`src/rtl/score_keeper_if.sv`:
```
// Point events and score/serve status exchanged between the game logic and score_keeper.
interface score_keeper_if;
  logic       p1_point;
  logic       p2_point;
  logic       new_game;
  logic [7:0] p1_score;
  logic [7:0] p2_score;
  logic       frozen;
  logic       serve;
  logic       serve_side;
  logic [1:0] winner;
  logic       game_over;

  modport master (
    output p1_point, p2_point, new_game,
    input  p1_score, p2_score, frozen, serve, serve_side, winner, game_over
  );

  modport slave (
    input  p1_point, p2_point, new_game,
    output p1_score, p2_score, frozen, serve, serve_side, winner, game_over
  );
endinterface

```
`src/rtl/score_keeper.sv`:
```
// Two-player scoring controller: edge-detected points, saturating scores, timed
// post-point freeze with serve pulse, win-by-two match detection.
module score_keeper #(
  parameter int WIN_SCORE    = 11,
  parameter int PAUSE_CYCLES = 50_000_000,
  parameter int MAX_SCORE    = 99
) (
  input  logic        clk,
  input  logic        resetn,
  score_keeper_if.slave sk
);
  localparam int CW = (PAUSE_CYCLES > 1) ? $clog2(PAUSE_CYCLES) : 1;
  localparam logic [CW-1:0] CNT_LAST = CW'(PAUSE_CYCLES - 1);
  localparam logic [7:0]    MAX_S    = 8'(MAX_SCORE);
  localparam logic [7:0]    WIN_S    = 8'(WIN_SCORE);

  typedef enum logic [1:0] {S_PAUSE, S_PLAY, S_OVER} state_t;

  state_t             state, state_nxt;
  logic [CW-1:0]      cnt;
  logic               p1_prev, p2_prev;
  logic [7:0]         p1_q, p2_q;
  logic               side_q, serve_q;
  logic [1:0]         winner_q;

  logic               ev1, ev2, pause_done;
  logic [7:0]         p1_inc, p2_inc;
  logic signed [8:0]  lead1, lead2;
  logic               p1_win, p2_win;

  assign ev1        = sk.p1_point & ~p1_prev;
  assign ev2        = sk.p2_point & ~p2_prev;
  assign pause_done = (cnt == CNT_LAST);
  assign p1_inc     = (p1_q >= MAX_S) ? MAX_S : p1_q + 8'd1;
  assign p2_inc     = (p2_q >= MAX_S) ? MAX_S : p2_q + 8'd1;
  // Lead measured on the post-point score against the opponent's unchanged score.
  assign lead1      = $signed({1'b0, p1_inc}) - $signed({1'b0, p2_q});
  assign lead2      = $signed({1'b0, p2_inc}) - $signed({1'b0, p1_q});
  assign p1_win     = ((p1_inc >= WIN_S) && (lead1 >= 9'sd2)) || (p1_inc == MAX_S);
  assign p2_win     = ((p2_inc >= WIN_S) && (lead2 >= 9'sd2)) || (p2_inc == MAX_S);

  always_ff @(posedge clk or negedge resetn) begin
    if (!resetn) state <= S_PAUSE;
    else         state <= state_nxt;
  end

  always_comb begin
    state_nxt = state;
    if (sk.new_game) state_nxt = S_PAUSE;
    else begin
      case (state)
        S_PAUSE: if (pause_done) state_nxt = S_PLAY;
        S_PLAY: begin
          if (ev1 && ev2)  state_nxt = S_PAUSE;
          else if (ev1)    state_nxt = p1_win ? S_OVER : S_PAUSE;
          else if (ev2)    state_nxt = p2_win ? S_OVER : S_PAUSE;
        end
        S_OVER:  state_nxt = S_OVER;
        default: state_nxt = S_PAUSE;
      endcase
    end
  end

  always_comb begin
    sk.frozen    = (state != S_PLAY);
    sk.game_over = (state == S_OVER);
  end

  always_ff @(posedge clk or negedge resetn) begin
    if (!resetn) begin
      cnt      <= '0;
      p1_prev  <= 1'b0;
      p2_prev  <= 1'b0;
      p1_q     <= '0;
      p2_q     <= '0;
      side_q   <= 1'b0;
      serve_q  <= 1'b0;
      winner_q <= 2'b00;
    end else begin
      // Edge history tracks every cycle so a level held through a pause never scores.
      p1_prev <= sk.p1_point;
      p2_prev <= sk.p2_point;
      serve_q <= 1'b0;
      if (sk.new_game) begin
        cnt      <= '0;
        p1_q     <= '0;
        p2_q     <= '0;
        side_q   <= 1'b0;
        winner_q <= 2'b00;
      end else begin
        case (state)
          S_PAUSE: begin
            if (pause_done) begin
              cnt     <= '0;
              serve_q <= 1'b1;
            end else begin
              cnt <= cnt + CW'(1);
            end
          end
          S_PLAY: begin
            cnt <= '0;
            if (ev1 && !ev2) begin
              p1_q   <= p1_inc;
              side_q <= 1'b1;
              if (p1_win) winner_q <= 2'b01;
            end else if (ev2 && !ev1) begin
              p2_q   <= p2_inc;
              side_q <= 1'b0;
              if (p2_win) winner_q <= 2'b10;
            end
          end
          default: ;
        endcase
      end
    end
  end

  assign sk.p1_score   = p1_q;
  assign sk.p2_score   = p2_q;
  assign sk.serve      = serve_q;
  assign sk.serve_side = side_q;
  assign sk.winner     = winner_q;
endmodule
```
`src/flat_wrapper.sv`:
```
// flat-port wrapper written by rule: the top's interface ports become plain ports
module score_keeper_flat 
#(
  parameter int WIN_SCORE    = 11,
  parameter int PAUSE_CYCLES = 50_000_000,
  parameter int MAX_SCORE    = 99
)
  (clk, resetn, sk_p1_point, sk_p2_point, sk_new_game, sk_p1_score, sk_p2_score, sk_frozen, sk_serve, sk_serve_side, sk_winner, sk_game_over);
  score_keeper_if sk_i ();
  input  logic clk;
  input  logic resetn;
  input wire logic [$bits(sk_i.p1_point)-1:0] sk_p1_point;
  input wire logic [$bits(sk_i.p2_point)-1:0] sk_p2_point;
  input wire logic [$bits(sk_i.new_game)-1:0] sk_new_game;
  output wire logic [$bits(sk_i.p1_score)-1:0] sk_p1_score;
  output wire logic [$bits(sk_i.p2_score)-1:0] sk_p2_score;
  output wire logic [$bits(sk_i.frozen)-1:0] sk_frozen;
  output wire logic [$bits(sk_i.serve)-1:0] sk_serve;
  output wire logic [$bits(sk_i.serve_side)-1:0] sk_serve_side;
  output wire logic [$bits(sk_i.winner)-1:0] sk_winner;
  output wire logic [$bits(sk_i.game_over)-1:0] sk_game_over;
  assign sk_i.p1_point = sk_p1_point;
  assign sk_i.p2_point = sk_p2_point;
  assign sk_i.new_game = sk_new_game;
  assign sk_p1_score = sk_i.p1_score;
  assign sk_p2_score = sk_i.p2_score;
  assign sk_frozen = sk_i.frozen;
  assign sk_serve = sk_i.serve;
  assign sk_serve_side = sk_i.serve_side;
  assign sk_winner = sk_i.winner;
  assign sk_game_over = sk_i.game_over;
  score_keeper #(.WIN_SCORE(WIN_SCORE), .PAUSE_CYCLES(PAUSE_CYCLES), .MAX_SCORE(MAX_SCORE)) u_core (.clk(clk), .resetn(resetn), .sk(sk_i));
endmodule
```
`config.mk`:
```
export PLATFORM = sky130hd
export DESIGN_NAME = score_keeper_flat
export DESIGN_NICKNAME = d
export VERILOG_FILES = /design/src/rtl/score_keeper_if.sv /design/src/rtl/score_keeper.sv /design/src/flat_wrapper.sv
export SDC_FILE = /design/constraint.sdc
export NUM_CORES = 1
export LEC_CHECK = 0
export CORE_ASPECT_RATIO = 0.75
export CORE_MARGIN = 3
export CORE_UTILIZATION = 54
export DETAILED_ROUTE_END_ITERATION = 12
export MAX_ROUTING_LAYER = met4
export PLACE_DENSITY = 0.76
export SLEW_MARGIN = 20
export SYNTH_ARGS = -nofsm -noshare
export SYNTH_HDL_FRONTEND = slang
export SYNTH_SLANG_ARGS = --single-unit
```
`constraint.sdc`:
```
create_clock -name clk -period 3.6 [get_ports clk]
set_clock_uncertainty 0.2 [all_clocks]
set_input_delay 0.36 -clock clk [delete_from_list [all_inputs] [get_ports clk]]
set_output_delay 0.36 -clock clk [all_outputs]
set_load 0.02 [all_outputs]
```
==> qor.txt, run 1 <==
Hold WS -> 0.299 ns
share of total power in combinational logic -> 6.1%
asr flop ratio synth -> 100%
Yosys warnings -> 0
Non-Filler Instances -> 551
Hold WC Path Type -> reg2reg
antenna cell count -> 0
Cell Rows -> 25
share of power burned in registers -> 60.5%
initial DRC count -> 252
Sw Share -> 23.8%
vias post-DR -> 3400
die span in x -> 100 um
NetSw -> 0.224 mW
largest net degree at the start of global routing -> 31
GRT Overall Usage -> 25.2%
Layout area overhead -> 24.9%
metal2 WL -> 4000 um
DRC Markers -> 0
htree depth -> 2
Req. time, crit path -> 3.60 ns
Mapped Cells -> 418
Worst Hold Launch -> u_core.cnt[22]$_DFFE_PN0P_
Die ar. -> 7700 um2
Max Fclk -> 0.276 GHz
CP startpoint -> u_core.sk.p2_score[0]$_DFFE_PN0P_
clock sinks -> 50
Root Buffer -> clkbuf_8
r2r worst-path depth -> 13
routed wire length -> 9320 um
dominant cells by area after synthesis -> dfrtp_1 35%, ha_1 7.3%, o21ai_0 4.4%, nor2_1 4.4%, nand2_1 3.5%
final setup fails -> 2
initial antenna violation count -> 0
# Max-Cap Violations -> 0
RSZ-0062 raised after global routing -> true
TritonCTS clock tree -> yes
Reg2Reg Capture Point -> u_core.sk.winner[0]$_DFFE_PN0P_
Core Box Area -> 6380 um2
critical path type -> reg2reg
Placed Cells -> 538
TritonCTS Buffers -> 5
crit end category -> flop
leakage power -> 1.87 nW
Yosys reg bits -> 50
clk_lat worst skew -> 0.30 ns
crit path DAT -> 3.63 ns
Relative slew margins -> 29.3%
Wirelength per Cell -> 16.9 um
die height -> 76.8 um
cell taking the most area after synthesis -> dfrtp_1
Finished Core Util -> 70.6%
clk slew on worst S/H paths -> 0.09 ns
number of global-route vias before repair -> 3117
layout cells sized above 1 -> 20.2%
clock tree buffer depth -> 2
Initial Util -> 56.5%
Placement Setup Slack -> -0.0844 ns
internal power -> 0.717 mW
Post-Syn Area -> 3610 um2
final-report hold violation count -> 0
Worst Hold Path EP -> u_core.cnt[22]$_DFFE_PN0P_
input/output buffers -> 26
Final ANT Viol Nets -> 0
failing checks -> setup timing
worst slew pin tran -> 1.05 ns
num ports -> 27
Worst Hold Path Cells -> 1
count leader, synth -> dfrtp_1
run status -> finished with violations
Post-Syn Area per Cell -> 8.63 um2
top cell type's share of synthesized area -> 34.7%
Max Used Layer -> met4
worst setup margin -> -0.0229 ns
NumNets Final -> 496
post-synth cell types -> 69
CP startpoint kind -> flop
HPWL after detailed placement -> 6750 um
Cell Pwr Density -> 209 nW/um2
Seq/Total Area, Yosys -> 34.7%
routability-driven placement congestion ratio -> 0.972
period utilization -> 101%
ys flop type -> dfrtp_1
GRT overflow -> 0
M1 WL -> 4760 um
met3 wire len -> 473 um
global-route wire length before repair -> 15400 um
fin. max-slew vios -> 0
Tmin final -> 3.62 ns
Initial DRT Pass Iterations -> 5
flop2flop setup slack -> -0.02 ns
VDD IR max -> 195 uV
Worst R2R Start -> u_core.sk.p2_score[0]$_DFFE_PN0P_
Power, Total -> 0.941 mW
crit-path max FO -> 4
vias per cell -> 6.17
Clock power frac -> 33.5%
Post-synth EDFFs -> 0
most frequent cells after synthesis -> 50 x dfrtp_1, 42 x nor2_1, 34 x nand2_1, 32 x o21ai_0
## logic make-up after synthesis
kind of cell | after synthesis | share of synthesized area [%]
AOI/OAI and AO/OA | 105 | 20.9
DFF | 50 | 34.7
adders and majority gates | 21 | 7.29
muxes | 3 | 0.833
other | 1 | 0.104
and+or+nand+nor | 183 | 27.3
buffers and inverters | 35 | 4.03
xor gates and xnor gates | 20 | 4.86
## power by group through the flow
stage                     Combinational (mW)  Clock [mW]  Sequential [mW]
after floorplan                       0.0298           0            0.579
after detailed placement              0.0541           0            0.580
after CTS                             0.0554       0.329            0.569
after global placement                0.0531           0            0.579
after global routing                  0.0638       0.355            0.570
final                                 0.0569       0.315            0.569
## critical path: stages (launching register included)
cell      delay (ns)
dfrtp_2         0.43
ha_4            0.16
or4_4           0.45
nand3_4         0.13
nand2_8         0.08
nor2_4          0.16
ha_4            0.22
or2_1           0.24
a21o_1          0.19
o41a_1          0.13
or4_4           0.44
a31oi_4         0.26
o311ai_4        0.13
a311oi_1        0.30
## registers in the layout, summed over array words and instances (netlist names)
name and flops:
u_core.state 2, u_core.cnt 26, u_core.p1_prev 1, u_core.sk.serve_side 1, u_core.sk.p2_score 8, u_core.sk.winner 2
u_core.sk.serve 1, u_core.sk.p1_score 8, u_core.p2_prev 1
## worst max path at each step
| stage | cells after the start | endpoint | slack, ns |
|---|---|---|---|
| after floorplan | 13 | u_core.sk.winner[1]$_DFFE_PN0P_ | 0.003 |
| after global placement | 13 | u_core.sk.winner[1]$_DFFE_PN0P_ | 0.03 |
| after detailed placement | 14 | u_core.sk.winner[1]$_DFFE_PN0P_ | -0.08 |
| after CTS | 14 | u_core.sk.winner[1]$_DFFE_PN0P_ | 0.0005 |
| after global routing | 13 | u_core.sk.winner[1]$_DFFE_PN0P_ | -0.14 |
| final | 13 | u_core.sk.winner[0]$_DFFE_PN0P_ | -0.02 |
## cells in the final DEF (no fill, tap or decap), types with 6 or more instances in the layout
cell type	instances
nor4_1	6
nand2_1	30
xor2_1	11
clkdlybuf4s50_1	25
inv_1	21
ha_1	11
buf_4	31
o21ai_1	10
nor3_1	13
dfrtp_1	47
nand3_1	19
a21oi_1	11
ha_4	9
nor2b_1	7
and2_1	6
and3_1	12
nor2_1	40
nand2b_1	8
o21ai_0	31
xnor2_1	9
a22o_1	7
## what timing repair did
item,4_1_cts,5_1_grt
buffers inserted,1,4
hold buffers,1,0
endpoints found under the setup margin,3,3
resized for setup,7,31
pin swaps,5,18
hold endpoints to repair,29,0
## stage by stage
step	setup TNS, ns	cell area, um2
final	-0.0245	4500
after CTS	0	4280
after global routing	-0.404	4500
after global placement	0	4130
after floorplan	0	3650
after detailed placement	-0.159	4130
## cell type report
class | count | area (um2)
Tap cell | 81 | 101
Clock buffer | 5 | 68.8
Inverter | 21 | 78.8
Multi-Input combinational cell | 334 | 2490
Timing Repair Buffer | 58 | 498
Fill cell | 474 | 1880
Clock inverter | 2 | 15.0
Sequential cell | 50 | 1250
## metal layers
metal	vias up	GRT usage, %
li1	1616	-
met1	1664	40.5
met2	111	33.8
met3	9	3.45
met4	0	4.31
met5	-	-
Note: power is estimated with default switching activity, not from simulation.
==> run 2, diff against run 1 <==
Settings changed: GPL_ROUTABILITY_DRIVEN set to 0.
==> results of run 2 <==
Final layout, timing and power as in run 1 (identical DEF).
==> run 3, diff against run 2 <==
--- a/config.mk
+++ b/config.mk
@@ -7,5 +7,7 @@
 export LEC_CHECK = 0
+export CELL_PAD_IN_SITES_DETAIL_PLACEMENT = 0
+export CELL_PAD_IN_SITES_GLOBAL_PLACEMENT = 2
 export CORE_ASPECT_RATIO = 0.75
 export CORE_MARGIN = 3
-export CORE_UTILIZATION = 54
+export CORE_UTILIZATION = 33
 export DETAILED_ROUTE_END_ITERATION = 12
==> constraint.sdc (replaced) <==
create_clock -name clk -period 3.6 [get_ports clk]
set_clock_uncertainty 0.2 [all_clocks]
set_input_delay 0.9 -clock clk [delete_from_list [all_inputs] [get_ports clk]]
set_output_delay 0.9 -clock clk [all_outputs]
set_load 0.02 [all_outputs]
==> qor.txt, run 3 (synthesized netlist as in run 1, its figures left out) <==
Crit path largest cell delay -> 0.51 ns (was 0.45 ns)
worst setup margin -> 0.0238 ns (was -0.0229 ns)
crit-path max FO -> 4 (unchanged)
met3 wire len -> 446 um (was 473 um)
Max Fclk -> 0.280 GHz (was 0.276 GHz)
final-report hold violation count -> 0 (unchanged)
RSZ-0062 raised after global routing -> true (unchanged)
VDD IR max -> 179 uV (was 195 uV)
Placed Area -> 4230 um2 (was 4130 um2)
TritonCTS Buffers -> 5 (unchanged)
crit-path cells -> ha_4 > or4_4 > nand3_2 > nand2_2 > or2_4 > ha_4 > o21a_1 > o31a_1 > o41ai_4 > a21o_1 > a32oi_2 > and2_4 > o2111ai_2 > a221oi_2 (was ha_4 > or4_4 > nand3_4 > nand2_8 > nor2_4 > ha_4 > or2_1 > a21o_1 > o41a_1 > or4_4 > a31oi_4 > o311ai_4 > a311oi_1)
num ports -> 27 (unchanged)
# fillers -> 1006 (was 474)
run status -> finished clean (was finished with violations)
share of power burned in registers -> 48.5% (was 60.5%)
global-route wire length before repair -> 16400 um (was 15400 um)
Tmin final -> 3.58 ns (was 3.62 ns)
crit path DAT -> 3.58 ns (was 3.63 ns)
die span in x -> 127 um (was 100 um)
layout cells sized above 1 -> 21.4% (was 20.2%)
metal2 WL -> 4220 um (was 4000 um)
clk_lat worst skew -> 0.29 ns (was 0.30 ns)
Initial DRT Pass Iterations -> 4 (was 5)
Clock power frac -> 46.4% (was 33.5%)
Final ANT Viol Nets -> 0 (unchanged)
period utilization -> 99.3% (was 101%)
most frequent cells in the layout -> 47 x dfrtp_1, 40 x nor2_1, 32 x nand2_1, 31 x o21ai_0, 30 x buf_4 (was 47 x dfrtp_1, 40 x nor2_1, 31 x o21ai_0, 31 x buf_4, 30 x nand2_1)
Hold WC Path Type -> reg2reg (unchanged)
Sw Share -> 22.0% (was 23.8%)
Initial Util -> 34.5% (was 56.5%)
commonest non-fill, non-tap cell in the layout -> dfrtp_1 (unchanged)
NumNets Final -> 496 (unchanged)
htree depth -> 2 (unchanged)
clk slew on worst S/H paths -> 0.07 ns (was 0.09 ns)
clock sinks -> 50 (unchanged)
Worst path most repeated cell -> ha_4
final setup fails -> 0 (was 2)
setup_tns -> 0 ns (was -0.0245 ns)
fin. max-slew vios -> 0 (unchanged)
NetSw -> 0.258 mW (was 0.224 mW)
HPWL after detailed placement -> 7570 um (was 6750 um)
leakage power -> 1.95 nW (was 1.87 nW)
Core Box Area -> 10500 um2 (was 6380 um2)
Die ar. -> 12200 um2 (was 7700 um2)
# Max-Cap Violations -> 0 (unchanged)
Root Buffer -> clkbuf_16 (was clkbuf_8)
Reg area -> 1250 um2 (unchanged)
CP top delay family -> compound AO/OA/AOI/OAI gates (was simple AND/OR/NAND/NOR gates)
input/output buffers -> 26 (unchanged)
Wirelength per Cell -> 16.8 um (was 16.9 um)
TritonCTS clock tree -> yes (unchanged)
routed wire length -> 10200 um (was 9320 um)
initial DRC count -> 191 (was 252)
GRT Overall Usage -> 17.4% (was 25.2%)
largest reg by FF count -> u_core.cnt (unchanged)
GRT overflow -> 0 (unchanged)
Hold WS -> 0.285 ns (was 0.299 ns)
Buf+Inv Stages, Crit Path -> 0 (unchanged)
DRC Markers -> 0 (unchanged)
Req. time, crit path -> 3.60 ns (about the same)
die height -> 96.5 um (was 76.8 um)
initial antenna violation count -> 0 (unchanged)
CP max-delay cell -> or4_4 (unchanged)
crit end category -> flop (unchanged)
Placement Setup Slack -> -0.0628 ns (was -0.0844 ns)
Relative slew margins -> 54.2% (was 29.3%)
M1 WL -> 5440 um (was 4760 um)
share of total power in combinational logic -> 5.1% (was 6.1%)
Largest register FFs -> 26 (unchanged)
Cell Pwr Density -> 248 nW/um2 (was 209 nW/um2)
internal power -> 0.914 mW (was 0.717 mW)
Max Used Layer -> met4 (unchanged)
antenna cell count -> 0 (unchanged)
Cell Rows -> 32 (was 25)
vias post-DR -> 3313 (was 3400)
Layout area overhead -> 31.0% (was 24.9%)
clock tree buffer depth -> 2 (unchanged)
CP startpoint kind -> flop (unchanged)
critical path type -> reg2reg (unchanged)
largest net degree at the start of global routing -> 29 (was 31)
vias per cell -> 5.46 (was 6.17)
Finished Cell Area -> 4720 um2 (was 4500 um2)
area of the multi-input gates -> 2550 um2 (was 2490 um2)
flop2flop setup slack -> 0.02 ns (was -0.02 ns)
number of global-route vias before repair -> 3044 (was 3117)
worst slew pin tran -> 0.687 ns (was 1.05 ns)
run 3: timing repair:
action | in CTS | in global routing
gates resized for setup | 10 | 39
hold buffers | 0 | 0
pin swaps | 6 | 17
endpoints found under the setup margin | 3 | 3
gates cloned | 0 | 0
setup buffers | 1 | 1
run 3: layer usage:
layer  vias up  GRT usage [%]
met5         -              -
met4         0           3.48
met3         9           2.91
met2        75           23.3
met1      1601           27.2
li1       1628              -
run 3: worst paths after layout:
| path | end | from | cells after the start |
|---|---|---|---|
| setup reg to reg | u_core.sk.winner[1]$_DFFE_PN0P_ | u_core.sk.p1_score[0]$_DFFE_PN0P_ | 14 |
| setup / recovery | u_core.sk.winner[1]$_DFFE_PN0P_ | u_core.sk.p1_score[0]$_DFFE_PN0P_ | 14 |
| hold / removal | u_core.cnt[22]$_DFFE_PN0P_ | u_core.cnt[22]$_DFFE_PN0P_ | 1 |
| max in group asynchronous | u_core.sk.serve$_DFF_PN0_ | resetn | 2 |
| hold reg to reg | u_core.cnt[22]$_DFFE_PN0P_ | u_core.cnt[22]$_DFFE_PN0P_ | 1 |
| min in group asynchronous | u_core.sk.p1_score[1]$_DFFE_PN0P_ | resetn | 1 |
run 3: layout make-up:
cell class                 instances  share of cell area [%]
sequential                        50                    26.6
multi-input combinational        334                    54.0
timing repair buffer              58                    10.6
clock inverter                     2                   0.795
inverter                          21                    1.67
tap                              136                    3.60
clock buffer                       6                    2.73
run 3: stage by stage:
step / util [%] / std cells / total power, mW
floorplan: - / 419 / 0.609
global placement: 40.5 / 597 / 0.637
detailed placement: 40.5 / 597 / 0.639
CTS: 42.8 / 606 / 1.19
global route: 45.2 / 607 / 1.23
finish: 45.2 / 607 / 1.17
run 3: power by group through the flow:
stage	Combinational, mW	Clock, mW	Sequential [mW]
2_1_floorplan	0.0298	0	0.579
6_report	0.0599	0.543	0.569
4_1_cts	0.0601	0.559	0.569
3_5_place_dp	0.0589	0	0.580
5_1_grt	0.0678	0.589	0.569
3_3_place_gp	0.0580	0	0.579
run 3: worst reg2reg max path, delay by kind of cell, from the launching register on:
kind | cells | cell delay [ns]
AO/OA/AOI/OAI | 7 | 1.27
adder cells (fa/ha/maj) | 2 | 0.46
flip-flops | 1 | 0.43
AND/OR/NAND/NOR | 5 | 1.13
